--- config.mk ---
export PLATFORM = sky130hd
export DESIGN_NAME = fft4_input_reorder
export DESIGN_NICKNAME = d
export VERILOG_FILES = /design/src/rtl/fft4_input_reorder.sv
export SDC_FILE = /design/constraint.sdc
export NUM_CORES = 1
export LEC_CHECK = 0
export ABC_AREA = 1
export ABC_CLOCK_PERIOD_IN_PS = 2150
export CELL_PAD_IN_SITES_DETAIL_PLACEMENT = 1
export CELL_PAD_IN_SITES_GLOBAL_PLACEMENT = 2
export CORE_MARGIN = 2
export CORE_UTILIZATION = 32
export CTS_CLUSTER_DIAMETER = 50
export CTS_CLUSTER_SIZE = 8
export DETAILED_ROUTE_END_ITERATION = 8
export GPL_TIMING_DRIVEN = 0
export PLACE_DENSITY = 0.86
export RECOVER_POWER = 100
export SYNTH_ARGS = -nofsm -noshare
export SYNTH_HDL_FRONTEND = slang
export SYNTH_SLANG_ARGS = --single-unit
export TNS_END_PERCENT = 100
--- constraint.sdc ---
create_clock -name clk -period 2.15 [get_ports clk]
set_input_delay 0.215 -clock clk [delete_from_list [all_inputs] [get_ports clk]]
set_output_delay 0.215 -clock clk [all_outputs]
set_load 0.01 [all_outputs]
--- src/rtl/fft4_input_reorder.sv ---
//------------------------------------------------------------------------------
// Module      : fft4_input_reorder
// Description : Groups a sample stream into 4-point frames and presents each
//               frame in bit-reversed order from ping-pong register banks.
// Revision    : 1.0 - initial release
//------------------------------------------------------------------------------
`default_nettype none

module fft4_input_reorder #(
  parameter int WIDTH = 32
) (
  input  logic             clk,
  input  logic             rst_n,
  input  logic [WIDTH-1:0] in_data,
  input  logic             in_valid,
  input  logic             in_first,
  output logic             in_ready,
  output logic [WIDTH-1:0] out_x0,
  output logic [WIDTH-1:0] out_x1,
  output logic [WIDTH-1:0] out_x2,
  output logic [WIDTH-1:0] out_x3,
  output logic             out_valid,
  input  logic             out_ready,
  output logic             frame_drop
);

  localparam logic [1:0] c_last_idx = 2'd3;

  logic [WIDTH-1:0] r_bank [2][4];
  logic [1:0]       r_full;
  logic             r_wr_bank;
  logic             r_rd_bank;
  logic [1:0]       r_wr_cnt;
  logic             r_frame_drop;

  logic             w_accept;
  logic             w_pop;
  logic [1:0]       w_idx;
  logic [1:0]       w_slot;
  logic             w_done;
  logic [1:0]       w_full_next;

  assign in_ready = !r_full[r_wr_bank];
  assign w_accept = in_valid && in_ready;
  assign w_pop    = r_full[r_rd_bank] && out_ready;
  assign w_idx    = in_first ? 2'd0 : r_wr_cnt;
  // Bit reversal of the two-bit sample index.
  assign w_slot   = {w_idx[0], w_idx[1]};
  assign w_done   = w_accept && (w_idx == c_last_idx);

  // Set and clear never target the same bank, so order is irrelevant.
  always_comb begin
    w_full_next = r_full;
    if (w_done) w_full_next[r_wr_bank] = 1'b1;
    if (w_pop)  w_full_next[r_rd_bank] = 1'b0;
  end

  always_ff @(posedge clk or negedge rst_n) begin
    if (!rst_n) begin
      for (int b = 0; b < 2; b++) begin
        for (int s = 0; s < 4; s++) begin
          r_bank[b][s] <= '0;
        end
      end
      r_full       <= 2'b00;
      r_wr_bank    <= 1'b0;
      r_rd_bank    <= 1'b0;
      r_wr_cnt     <= 2'd0;
      r_frame_drop <= 1'b0;
    end else begin
      r_full       <= w_full_next;
      r_frame_drop <= w_accept && in_first && (r_wr_cnt != 2'd0);
      if (w_accept) begin
        r_bank[r_wr_bank][w_slot] <= in_data;
        if (w_done) begin
          r_wr_bank <= !r_wr_bank;
          r_wr_cnt  <= 2'd0;
        end else begin
          r_wr_cnt  <= w_idx + 2'd1;
        end
      end
      if (w_pop) r_rd_bank <= !r_rd_bank;
    end
  end

  assign out_valid  = r_full[r_rd_bank];
  assign out_x0     = r_bank[r_rd_bank][0];
  assign out_x1     = r_bank[r_rd_bank][1];
  assign out_x2     = r_bank[r_rd_bank][2];
  assign out_x3     = r_bank[r_rd_bank][3];
  assign frame_drop = r_frame_drop;

endmodule

`default_nettype wire

==> run_results.csv <==
group,metric,value,unit
power,power.leakage,0.00932,uW
yosys,synth.cells.most_frequent,"910 x nand2_1, 263 x dfrtp_1, 256 x nand4_1",
placement,port_buffers,134,
detailed_routing,ant_nets,0,
timing,setup_ws,-166,ps
yosys,postSynthCellCount,1646,
yosys,ys.flop_type,"dfrtp_1",
critical_path,critPathKind,"reg -> out",
yosys,syn_area,12700,um^2
min_path,hp-class,"in -> reg",
global_routing,gr-total-overflow,0,
critical_path,crit_path_end_kind,"output pin",
run,drv_cap,0,
critical_path,start_kind,"register",
global_routing,gr-usage-all-layers,0.242,
floorplan,die_x,203,um
floorplan,start_util,0.326,
clock_tree,cts.clk_slew.worst_paths,50,ps
detailed_routing,vias,12400,
timing,finalHoldWorstSlack,29.1,ps
clock_tree,cts_sinks,263,
timing,fin_crit,2320,ps
status,status,"finished, violations left",
power,max-vdd-ir-drop,0.550,mV
critical_path,crit_chain,"clkbuf_8 > buf_4 > nand2_1 > nand2_1 > clkdlybuf4s50_1",
critical_path,crit_family,"buffers and inverters",
final_layout,finalInstanceArea,16300,um^2
timing,finClkSkew,13.2,ps
floorplan,io_pins,168,
timing,hold_viol_final,0,
yosys,synthTopCellsByArea,"dfrtp_1 52%, nand2_1 27%, nand4_1 13%, buf_2 2.5%, clkbuf_1 1.7%",
floorplan,die-area,41200,um^2
power,power.density,1600,nW/um^2
global_routing,grt_max_degree,103,
placement,pre_cts_slack,-733,ps
detailed_routing,routedWlPerCell,21.0,um
yosys,async_reset_ff_frac,1.00,
clock_tree,cts_max_level,2,
yosys,yosysUniqueCellTypes,20,
floorplan,dieHeight,203,um
detailed_routing,wl,49.9,mm
yosys,yosysMostFrequentCell,"nand2_1",
timing,min_period_over_period,1.08,
yosys,synth_nets,1687,
clock_tree,cts_buffer_depth,3,
final_layout,nets,1877,
global_routing,grt_pass1_wl,76.8,mm
critical_path,cp_data_arrival_time,2100,ps
critical_path,critPathMaxStageDelay,530,ps
timing,rsz0062_at_grt,"yes",
critical_path,cpMaxStageDelayCell,"clkdlybuf4s50_1",
timing,worst_slew_pin_slew,992,ps
detailed_routing,dr.pass1.iters,5,
yosys,yosys_warnings,0,
global_routing,grt_pass1_vias,12700,
yosys,ys_seq_area_frac,0.520,
yosys,synth_top_area_share,0.520,
clock_tree,root_buffer,"clkbuf_16",
detailed_routing,routed_via_density,5.24,
status,violations,"negative setup slack",
global_routing,antenna_found_initial,3,
timing,setup_viol,41,
detailed_routing,drc,0,
yosys,synth_top_area_cell,"dfrtp_1",
floorplan,row_count,72,
final_layout,drive_gt1_frac,0.132,
placement,post_dp_cell_area,14700,um^2
placement,hpwl,35.1,mm
placement,gp_congestion,0.835,
final_layout,area_growth,28.5,%
critical_path,crit_fanout,10,
clock_tree,cts_buffers,43,
yosys,synth_edf_count,0,
clock_tree,cts_tree,"yes",
detailed_routing,drtIter0Drc,892,
critical_path,crit_buf_inv,3,
clock_tree,clk_latency,530,ps
power,total_power,26100,uW
critical_path,critPathMostFrequentCell,"nand2_1",
yosys,avgSynthCellArea,7.69,um^2
timing,slew_viol_final,0,
timing,fmax,432,MHz
timing,slew-limit-headroom,0.339,
yosys,synth_seq_cells,263,
floorplan,placeableCoreArea,38800,um^2
critical_path,critical_path_required,1930,ps
## final timing paths
path                                         startpoint                       to  slack (ps)  cells past startpoint
worst max-delay path              r_rd_bank$_DFFE_PN0P_                out_x2[6]        -170                      5
worst max register to register  r_wr_cnt[0]$_DFFE_PN0P_  r_bank[149]$_DFFE_PN0P_          60                      9
min in group asynchronous                         rst_n  r_bank[152]$_DFFE_PN0P_         200                      2
worst min register to register  r_bank[124]$_DFFE_PN0P_  r_bank[124]$_DFFE_PN0P_         470                      2
max in group asynchronous                         rst_n  r_bank[107]$_DFFE_PN0P_         250                      4
worst min-delay path                         in_data[0]   r_bank[64]$_DFFE_PN0P_          30                      3
## placed cells by master (no fill, tap or decap), types with 5 or more instances in the layout
master and instances:
clkbuf_8 15, inv_2 5, nand2_1 906, dfrtp_1 262, clkdlybuf4s15_1 10, dlymetal6s2s_1 38
nand3_1 8, clkbuf_1 38, clkdlybuf4s50_1 11, clkdlybuf4s15_2 5, buf_4 21, clkbuf_2 57
buf_2 58, inv_1 12, nand4_1 256, dlygate4sd2_1 41, nand2_2 5, buf_1 12
nor2_1 5, clkbuf_16 47, buf_6 9
## sequential cells by signal, indices dropped and copies added (netlist names)
name and flops:
r_wr_cnt 2, r_bank 256, r_full 2, r_rd_bank 1, frame_drop 1, r_wr_bank 1
## through the flow
step	util	instances	TNS (ps)
after floorplan	-	1646	0
after global placement	0.377	2298	-3000860
after detailed placement	0.379	2300	-83120
after CTS	0.417	2365	-8180
after global routing	0.419	2373	-15090
final	0.419	2374	-2260
## logic make-up after synthesis
family                   share of synthesized area
AO/OA/AOI/OAI                              0.00296
adder cells (fa/ha/maj)                    0.00395
buffers and inverters                       0.0678
flip-flops                                   0.520
AND/OR/NAND/NOR                              0.405
## report_power, final
part           internal, uW  leakage [uW]  switching, uW
Combinational          4220       0.00528           7200
Sequential             7020       0.00341           1150
Clock                  4110      0.000637           2360
Total                 15400       0.00932          10700
## worst reg2reg max path: cells and delay by family (launching register included)
kind | cells | cell delay (ps)
buffers and inverters | 3 | 460
flip-flops | 1 | 350
adder cells (fa/ha/maj) | 1 | 310
AND/OR/NAND/NOR | 5 | 840
## what timing repair did
action | CTS | global route
endpoints found under the setup margin | 159 | 187
gates cloned | 0 | 1
resized for setup | 178 | 136
setup buffers | 0 | 8
hold buffers | 1 | 0
endpoints found under the hold margin | 64 | 0
## layout make-up
type	count	area (um^2)
clock inverters	7	87.6
multi-input cells	1197	5240
diodes	1	2.50
plain buffers	167	1040
fillers	4684	22600
well taps	518	648
flip-flops and latches	263	6580
clock buffers	57	1210
repair buffers	146	1390
inverters	18	70.1
## routing by layer
metal	track usage	vias to the layer above	share of wire
met5	0	-	0.00054
met2	0.383	366	0.46
met3	0.0372	102	0.053
met4	0.0902	4	0.037
li1	-	5741	-
met1	0.335	6216	0.45
Power figures use the tool's default switching activity.
